**config.mk**
```make
export PLATFORM = sky130hd
export DESIGN_NAME = bit_serial_exec
export DESIGN_NICKNAME = d
export VERILOG_FILES = /design/src/rtl/cpu_pkg.sv /design/src/rtl/serial_alu_bit.sv /design/src/rtl/bit_serial_exec.sv
export SDC_FILE = /design/constraint.sdc
export NUM_CORES = 1
export LEC_CHECK = 0
export BUFFER_PORTS_ARGS = -buffer_cell sky130_fd_sc_hd__buf_2
export CORE_ASPECT_RATIO = 1.25
export CORE_UTILIZATION = 25
export DETAILED_ROUTE_END_ITERATION = 6
export PLACE_DENSITY_LB_ADDON = 0.3
export SYNTH_ARGS = -nofsm -noshare
export SYNTH_HDL_FRONTEND = slang
export SYNTH_SLANG_ARGS = --single-unit
```
**constraint.sdc**
```tcl
create_clock -name clk -period 2.4 [get_ports clk]
set_input_delay 0.24 -clock clk [delete_from_list [all_inputs] [get_ports clk]]
set_output_delay 0.24 -clock clk [all_outputs]
set_load 0.1 [all_outputs]
```
**src/rtl/cpu_pkg.sv**
```systemverilog
// Shared CPU definitions: opcode values, execution-unit FSM encoding and the
// default datapath width.
package cpu_pkg;

  localparam int DEFAULT_WIDTH = 8;

  localparam logic [3:0] OP_NOP = 4'd0;
  localparam logic [3:0] OP_LDI = 4'd1;
  localparam logic [3:0] OP_ADD = 4'd2;
  localparam logic [3:0] OP_SUB = 4'd3;
  localparam logic [3:0] OP_AND = 4'd4;
  localparam logic [3:0] OP_OR  = 4'd5;
  localparam logic [3:0] OP_XOR = 4'd6;
  localparam logic [3:0] OP_ADC = 4'd7;
  localparam logic [3:0] OP_SHL = 4'd8;
  localparam logic [3:0] OP_SHR = 4'd9;

  typedef enum logic [1:0] {
    ST_IDLE  = 2'd0,
    ST_LOAD  = 2'd1,
    ST_SHIFT = 2'd2,
    ST_WRITE = 2'd3
  } state_e;

  // Opcodes 10..15 are undefined and execute as NOP.
  function automatic logic is_nop_class(input logic [3:0] op);
    return (op == OP_NOP) || (op > OP_SHR);
  endfunction

endpackage

```
**src/rtl/serial_alu_bit.sv**
```systemverilog
// One-bit ALU slice used LSB-first by the serial execution unit; the carry
// input/output doubles as the one-bit history needed by SHL.
module serial_alu_bit
  import cpu_pkg::*;
(
  input  logic       a,
  input  logic       b,
  input  logic       a_next,
  input  logic       cin,
  input  logic [3:0] op,
  output logic       r,
  output logic       cout
);

  always_comb begin
    // NOTE: every output gets a default before the case so that no path
    // through the block leaves it unassigned, which would infer a latch.
    r    = a;
    cout = cin;
    unique case (op)
      OP_LDI: r = b;
      OP_ADD, OP_SUB, OP_ADC: begin
        r    = a ^ b ^ cin;
        cout = (a & b) | (a & cin) | (b & cin);
      end
      OP_AND: r = a & b;
      OP_OR:  r = a | b;
      OP_XOR: r = a ^ b;
      OP_SHL: begin
        r    = cin;
        cout = a;
      end
      OP_SHR: r = a_next;
      default: ;
    endcase
  end

endmodule

```
**src/rtl/bit_serial_exec.sv**
```systemverilog
// Bit-serial execution unit: runs one instruction LSB-first through a 1-bit
// ALU over WIDTH cycles, holding the accumulator and the C/Z flags.
module bit_serial_exec
  import cpu_pkg::*;
#(
  parameter int WIDTH = DEFAULT_WIDTH
) (
  input  logic             clk,
  input  logic             rst_n,
  input  logic             start,
  input  logic [3:0]       opcode,
  input  logic [11:0]      instr,
  output logic             busy,
  output logic             done,
  output logic [WIDTH-1:0] acc_out,
  output logic [WIDTH-1:0] acc_dbg,
  output logic             c_flag,
  output logic             z_flag
);

  localparam int CNT_W = $clog2(WIDTH);
  localparam logic [CNT_W-1:0] CNT_LAST = CNT_W'(WIDTH - 1);

  state_e           state_q, state_d;
  logic [CNT_W-1:0] cnt_q, cnt_d;
  logic [3:0]       op_q, op_d;
  logic [WIDTH-1:0] imm_q, imm_d;
  logic [WIDTH-1:0] a_q, a_d;
  logic [WIDTH-1:0] b_q, b_d;
  logic [WIDTH-1:0] res_q, res_d;
  logic             carry_q, carry_d;
  logic [WIDTH-1:0] acc_q, acc_d;
  logic             c_q, c_d;
  logic             z_q, z_d;
  logic             busy_q, busy_d;
  logic             done_q, done_d;

  logic alu_r;
  logic alu_cout;

  serial_alu_bit u_alu (
    .a      (a_q[0]),
    .b      (b_q[0]),
    .a_next (a_q[1]),
    .cin    (carry_q),
    .op     (op_q),
    .r      (alu_r),
    .cout   (alu_cout)
  );

  always_comb begin
    state_d = state_q;
    cnt_d   = cnt_q;
    op_d    = op_q;
    imm_d   = imm_q;
    a_d     = a_q;
    b_d     = b_q;
    res_d   = res_q;
    carry_d = carry_q;
    acc_d   = acc_q;
    c_d     = c_q;
    z_d     = z_q;
    done_d  = 1'b0;

    unique case (state_q)
      ST_IDLE: begin
        if (start) begin
          op_d    = opcode;
          imm_d   = instr[WIDTH-1:0];
          state_d = ST_LOAD;
        end
      end
      ST_LOAD: begin
        a_d     = acc_q;
        // Subtraction is A + ~B + 1: invert B here, the +1 is the carry-in.
        b_d     = (op_q == OP_SUB) ? ~imm_q : imm_q;
        carry_d = (op_q == OP_SUB) ? 1'b1 : ((op_q == OP_ADC) ? c_q : 1'b0);
        res_d   = '0;
        cnt_d   = '0;
        state_d = ST_SHIFT;
      end
      ST_SHIFT: begin
        a_d     = {1'b0, a_q[WIDTH-1:1]};
        b_d     = {1'b0, b_q[WIDTH-1:1]};
        res_d   = {alu_r, res_q[WIDTH-1:1]};
        carry_d = alu_cout;
        if (cnt_q == CNT_LAST) begin
          state_d = ST_WRITE;
        end else begin
          cnt_d = cnt_q + 1'b1;
        end
      end
      ST_WRITE: begin
        state_d = ST_IDLE;
        done_d  = 1'b1;
        cnt_d   = '0;
        if (!is_nop_class(op_q)) begin
          acc_d = res_q;
          z_d   = (res_q == '0);
          unique case (op_q)
            OP_ADD, OP_ADC, OP_SUB, OP_SHL: c_d = carry_q;
            // acc_q still holds the pre-shift value until this edge.
            OP_SHR:                         c_d = acc_q[0];
            default: ;
          endcase
        end
      end
      default: state_d = ST_IDLE;
    endcase

    busy_d = (state_d != ST_IDLE);
  end

  always_ff @(posedge clk) begin
    if (!rst_n) begin
      state_q <= ST_IDLE;
      cnt_q   <= '0;
      op_q    <= OP_NOP;
      imm_q   <= '0;
      a_q     <= '0;
      b_q     <= '0;
      res_q   <= '0;
      carry_q <= 1'b0;
      acc_q   <= '0;
      c_q     <= 1'b0;
      z_q     <= 1'b0;
      busy_q  <= 1'b0;
      done_q  <= 1'b0;
    end else begin
      // NOTE: non-blocking assignments so every flop samples the values
      // computed before this edge, independent of statement order.
      state_q <= state_d;
      cnt_q   <= cnt_d;
      op_q    <= op_d;
      imm_q   <= imm_d;
      a_q     <= a_d;
      b_q     <= b_d;
      res_q   <= res_d;
      carry_q <= carry_d;
      acc_q   <= acc_d;
      c_q     <= c_d;
      z_q     <= z_d;
      busy_q  <= busy_d;
      done_q  <= done_d;
    end
  end

  generate
    if (WIDTH < 12) begin : g_reserved
      logic unused_instr_hi;
      assign unused_instr_hi = ^instr[11:WIDTH];
    end
  endgenerate

  assign busy    = busy_q;
  assign done    = done_q;
  assign acc_out = acc_q;
  assign acc_dbg = a_q;
  assign c_flag  = c_q;
  assign z_flag  = z_q;

endmodule

```
-- Word-level counts from Yosys, hierarchy flattened
Cells that the tools add are included.
- bits in registers: 54
- input port bits: 19
- reduce and logical (&&, ||, !) cells: 16
- $lt $le $gt $ge: 1
- bitwise gates (word level): 10
- muxes and demuxes: 16
- add/subtract/negate cells: 1
- equal/unequal tests: 15
- operators with widths (operator ; number):
    8-bit one-hot mux with 2 select lines ; 3
    4-bit by 3-bit equality test with 1-bit output, second input constant ; 4
    4-bit by 2-bit equality test with 1-bit output, second input constant ; 2
    4-bit equality test, second input constant ; 2
    8-bit logical NOT ; 1
    8-bit two-way mux ; 1
    8-bit NOT ; 1
    2-bit one-hot mux with 4 select lines ; 1
    2-bit AND reduction ; 4
    2-bit nonzero test ; 4
    1-bit one-hot mux with 7 select lines ; 1
    1-bit one-hot mux with 2 select lines ; 3
    3-bit one-hot mux with 2 select lines ; 1
    2-bit equality test, second input constant ; 2
    4-bit by 1-bit equality test with 1-bit output, second input constant ; 1
    4-bit greater-than comparator, second input constant ; 1
    4-bit logical NOT ; 1
    2-bit two-way mux ; 2
    4-bit OR reduction ; 1
    3-bit by 1-bit adder with 3-bit output, second input constant ; 1
    1-bit AND ; 3
    3-bit equality test, second input constant ; 1
    1-bit two-way mux ; 3
    3-bit two-way mux ; 1
    other kinds (11) ; 14

-- Logic depth before layout (Yosys ltp)
- depth in word-level cells: 5
- mapped depth: 7
- mapped depth without buffers: 6

-- By module
Synthesis repeated with hierarchy kept, for this count alone.
- cell total of the unflattened synthesis: 301
- area total of the unflattened synthesis: 2553.7 um2
- by module, submodules not included (module ; seq. area each (um2) ; cells each ; instances ; area an instance (um2)):
    bit_serial_exec ; 1081.0 ; 275 ; 1 ; 2351.0
    serial_alu_bit ; 0.0 ; 26 ; 1 ; 202.7

-- Least setup slack after synthesis
OpenSTA, ideal clock, no wires.
- kind: register to register
- start: register c_q (netlist: c_flag)
- end: register carry_q
- arrival: 1.596 ns
- data required time: 2.314 ns
- library setup time: 0.086 ns
- slack: 0.718 ns
- period minus slack after synthesis: 1.682 ns
- cell stages (with the launch flop): 5
- path buffers: 0
- cell sequence: dfxtp_1 > nor2b_1 > o41ai_4 > a211oi_1 > a211oi_1
- word-level cells in the longest chain between the ends: 3
- ends and longest elaborated chain (item ; RTL line ; RTL):
    from (decl) ; bit_serial_exec.sv:33 ; logic c_q, c_d;
    from (signal assigned) ; bit_serial_exec.sv:125 ; c_q <= 1'b0;
    from (signal assigned) ; bit_serial_exec.sv:141 ; c_q <= c_d;
    1-bit two-way mux (2 in a row) ; bit_serial_exec.sv:77 ; carry_d = (op_q == OP_SUB) ? 1'b1 : ((op_q == OP_ADC) ? c_q : 1'b0);
    1-bit one-hot mux with 2 select lines ; bit_serial_exec.sv:65 ; unique case (state_q)
    to (signal assigned) ; bit_serial_exec.sv:139 ; carry_q <= carry_d;
    to (decl) ; bit_serial_exec.sv:31 ; logic carry_q, carry_d;
Every way passes these cells.
A chain may end at the register's enable or synchronous reset.

-- Worst setup path after layout
- start: register state_q[0]
- end: register carry_q
- word-level cells in the longest chain between the ends: 3
- ends and longest elaborated chain (item ; RTL line ; RTL):
    from (decl) ; bit_serial_exec.sv:24 ; state_e state_q, state_d;
    from (signal assigned) ; bit_serial_exec.sv:132 ; state_q <= state_d;
    2-bit equality test / 2-bit by 1-bit equality test with 1-bit output (equally long branches) ; bit_serial_exec.sv:65 ;
    3-bit by 1-bit inequality test with 1-bit output (no source line) / 2-bit nonzero test (equally long branches) ; n/a ;
    2-bit AND reduction (no source line) ; n/a ;
Several ways; a longest one is shown, not always the timed one.

==> results.ini <==
[run_status]
status = finished clean

[clock_network]
cts_tree = done
clock_latency_ns = 0.31
postCtsSetupRepairBufs = 0
htreeDepth = 2
cts-root-buf = clkbuf_16
cts_inserted_buffers = 5
clock_path_buffers = 2
cts.sinks = 54
ctsResizeCount = 0
hold_buffers = 0
clkTransAtPathRegs_ns = 0.07

[worst_setup_path]
worst_ep_arrival_time_ns = 2.10
cp_max_fo = 14
r2r_slack_ns = 0.52
endpoint_kind = register
required_ns = 2.62
cp-start-kind = register
crit_type = register to register

[finish]
fill_cells = 1069
regArea_sq_um = 1080
final_nets = 336
multi_input_area_sq_um = 1310
final_core_util_pct = 30.3
fin_cells = 434
synthToLayoutAreaGrowth_pct = 16.7
layout-drive-gt1-share_pct = 17.5
n_antenna_cell = 0

[synthesis]
synth_seq_area_share_pct = 42.9
yosysMostFrequentCell = dfxtp_1
ys_seq_elements = 54
synth_area_leaders = dfxtp_1, mux2i_1, nand2_1, a21oi_1, ha_1
synth-edff-count = 0
synth_area_per_cell_sq_um = 8.97
synth-main-ff-cell = dfxtp_1
synth.distinct_cells = 43
async_reset_ff_share_pct = 0
synthCells = 281
yosys.area.top_type_share_pct = 42.9
yosys.area.top_type = dfxtp_1
syn_area_sq_um = 2520
synth_warnings = 0
synth_commonest_cells = dfxtp_1, nand2_1, a21oi_1
syn_nets = 310

[sta]
rsz0062_at_grt = no
worst_pin_slew_ns = 0.642
skew_ns = 0.0157
final.setup.tns_ns = 0
setup_viol = 0
slew_headroom_pct = 57.2
period_needed_ns = 1.88
period_share_pct = 78.3
fmax_mhz = 532
slew_violations = 0
hold_violations = 0

[floorplanning]
dieArea_sq_um = 10500
die_x_um = 91.8
die_y_um = 114
io_pins = 39
core_sq_um = 9710
fp-row-count = 40
start_util_pct = 26.0

[run]
cap_violations = 0

[grt]
track_usage_pct = 11.1
antenna_found_initial = 0
overflow = 0
grt_start_max_net_pins = 30
grt_pass1_vias = 1860
grt_pass1_wl_um = 9220

[route]
viasPerCell = 4.60
num_vias = 1996
wl_um = 5560
wl_per_cell_um = 12.8
drc = 0
dr.first_iter.drc_count = 77
first_pass_iters = 4
ant_nets = 0

[hold_path]
hold_class = input pin to register

[place]
port_buffers = 34
dp_hpwl_um = 3990
place_inst = 426
gp_congestion = 0.765

[power]
ir_drop_mv = 0.659
p_per_area_nw_per_um2 = 1100
power_leakage_nw = 1.17

layout by cell type, fill, tap and decap left out, types with 2 or more instances in the layout:
cell        n
a21oi_1    25
buf_2      34
nand3b_1    4
inv_6       2
mux2i_1    20
o21ai_0    10
and2_1      3
a22oi_1     2
clkbuf_16   5
nand2b_1   10
dfxtp_1    54
inv_1       7
a22o_1      7
nand3_1     9
nand2_1    36
nor2b_1     2
nor2_1     22
a211oi_1   10
clkinv_1    2
nor4_1      2
or2b_1      2
ha_1        9
buf_4       6
xnor2_1     7
per-layer routing:
layer,routed length [um],part of all wire [%],up-vias,track usage [%]
met2,2720,49,27,18.7
li1,-,-,1024,-
met5,0,0,-,0
met3,141,2.5,5,2.59
met1,2610,47,940,13.9
met4,89,1.6,0,4.17
per-stage QoR:
| stage | setup slack (ns) | total power, mW | hold WS [ns] | instance area [sq um] |
|---|---|---|---|---|
| after floorplan | 0.718 | 2.27 | 0.367 | 2520 |
| after global placement | 0.574 | 2.51 | 0.447 | 2790 |
| after detailed placement | 0.520 | 2.53 | 0.457 | 2790 |
| after CTS | 0.500 | 3.29 | 0.162 | 2940 |
| after global routing | 0.365 | 3.45 | 0.176 | 2940 |
| final | 0.521 | 3.25 | 0.171 | 2940 |
cell type report:
cell class | instances | share of cell area, %
clock buffers | 5 | 4.25
inverters | 9 | 1.15
repair buffers | 40 | 7.32
well taps | 126 | 5.36
flip-flops and latches | 54 | 36.8
clock inverters | 3 | 0.766
multi-input cells | 197 | 44.4
critical path: stages, from the launching register on:
cell	delay, ns
dfxtp_1	0.33
inv_1	0.12
ha_1	0.59
buf_4	0.32
o211a_1	0.18
a211oi_1	0.04
a211oi_1	0.21
final timing paths:
check	cells after the start	from	to
max	6	state_q[0]	carry_q
max reg2reg	6	state_q[0]	carry_q
min	3	opcode[3]	op_q[3]
min reg2reg	2	z_flag	z_flag
kinds of logic after synthesis:
kind of cell	share of synthesized area [%]
buf+inv	5.56
fa+ha+maj	5.26
compound gates	16.4
simple gates	19.2
mux	7.94
flops	42.9
xor+xnor	2.78
flip-flops by register name (all words and copies together), names as in the netlist:
register  count
acc_dbg       8
acc_out       8
b_q           8
busy          1
c_flag        1
carry_q       1
cnt_q         3
done          1
imm_q         8
op_q          4
res_q         8
state_q       2
z_flag        1
power by group:
group	switching [mW]	internal [mW]
clock network	0.350	0.393
registers	0.124	1.03
logic	0.906	0.441
total	1.38	1.87
Note: power is estimated with default switching activity, not from simulation.
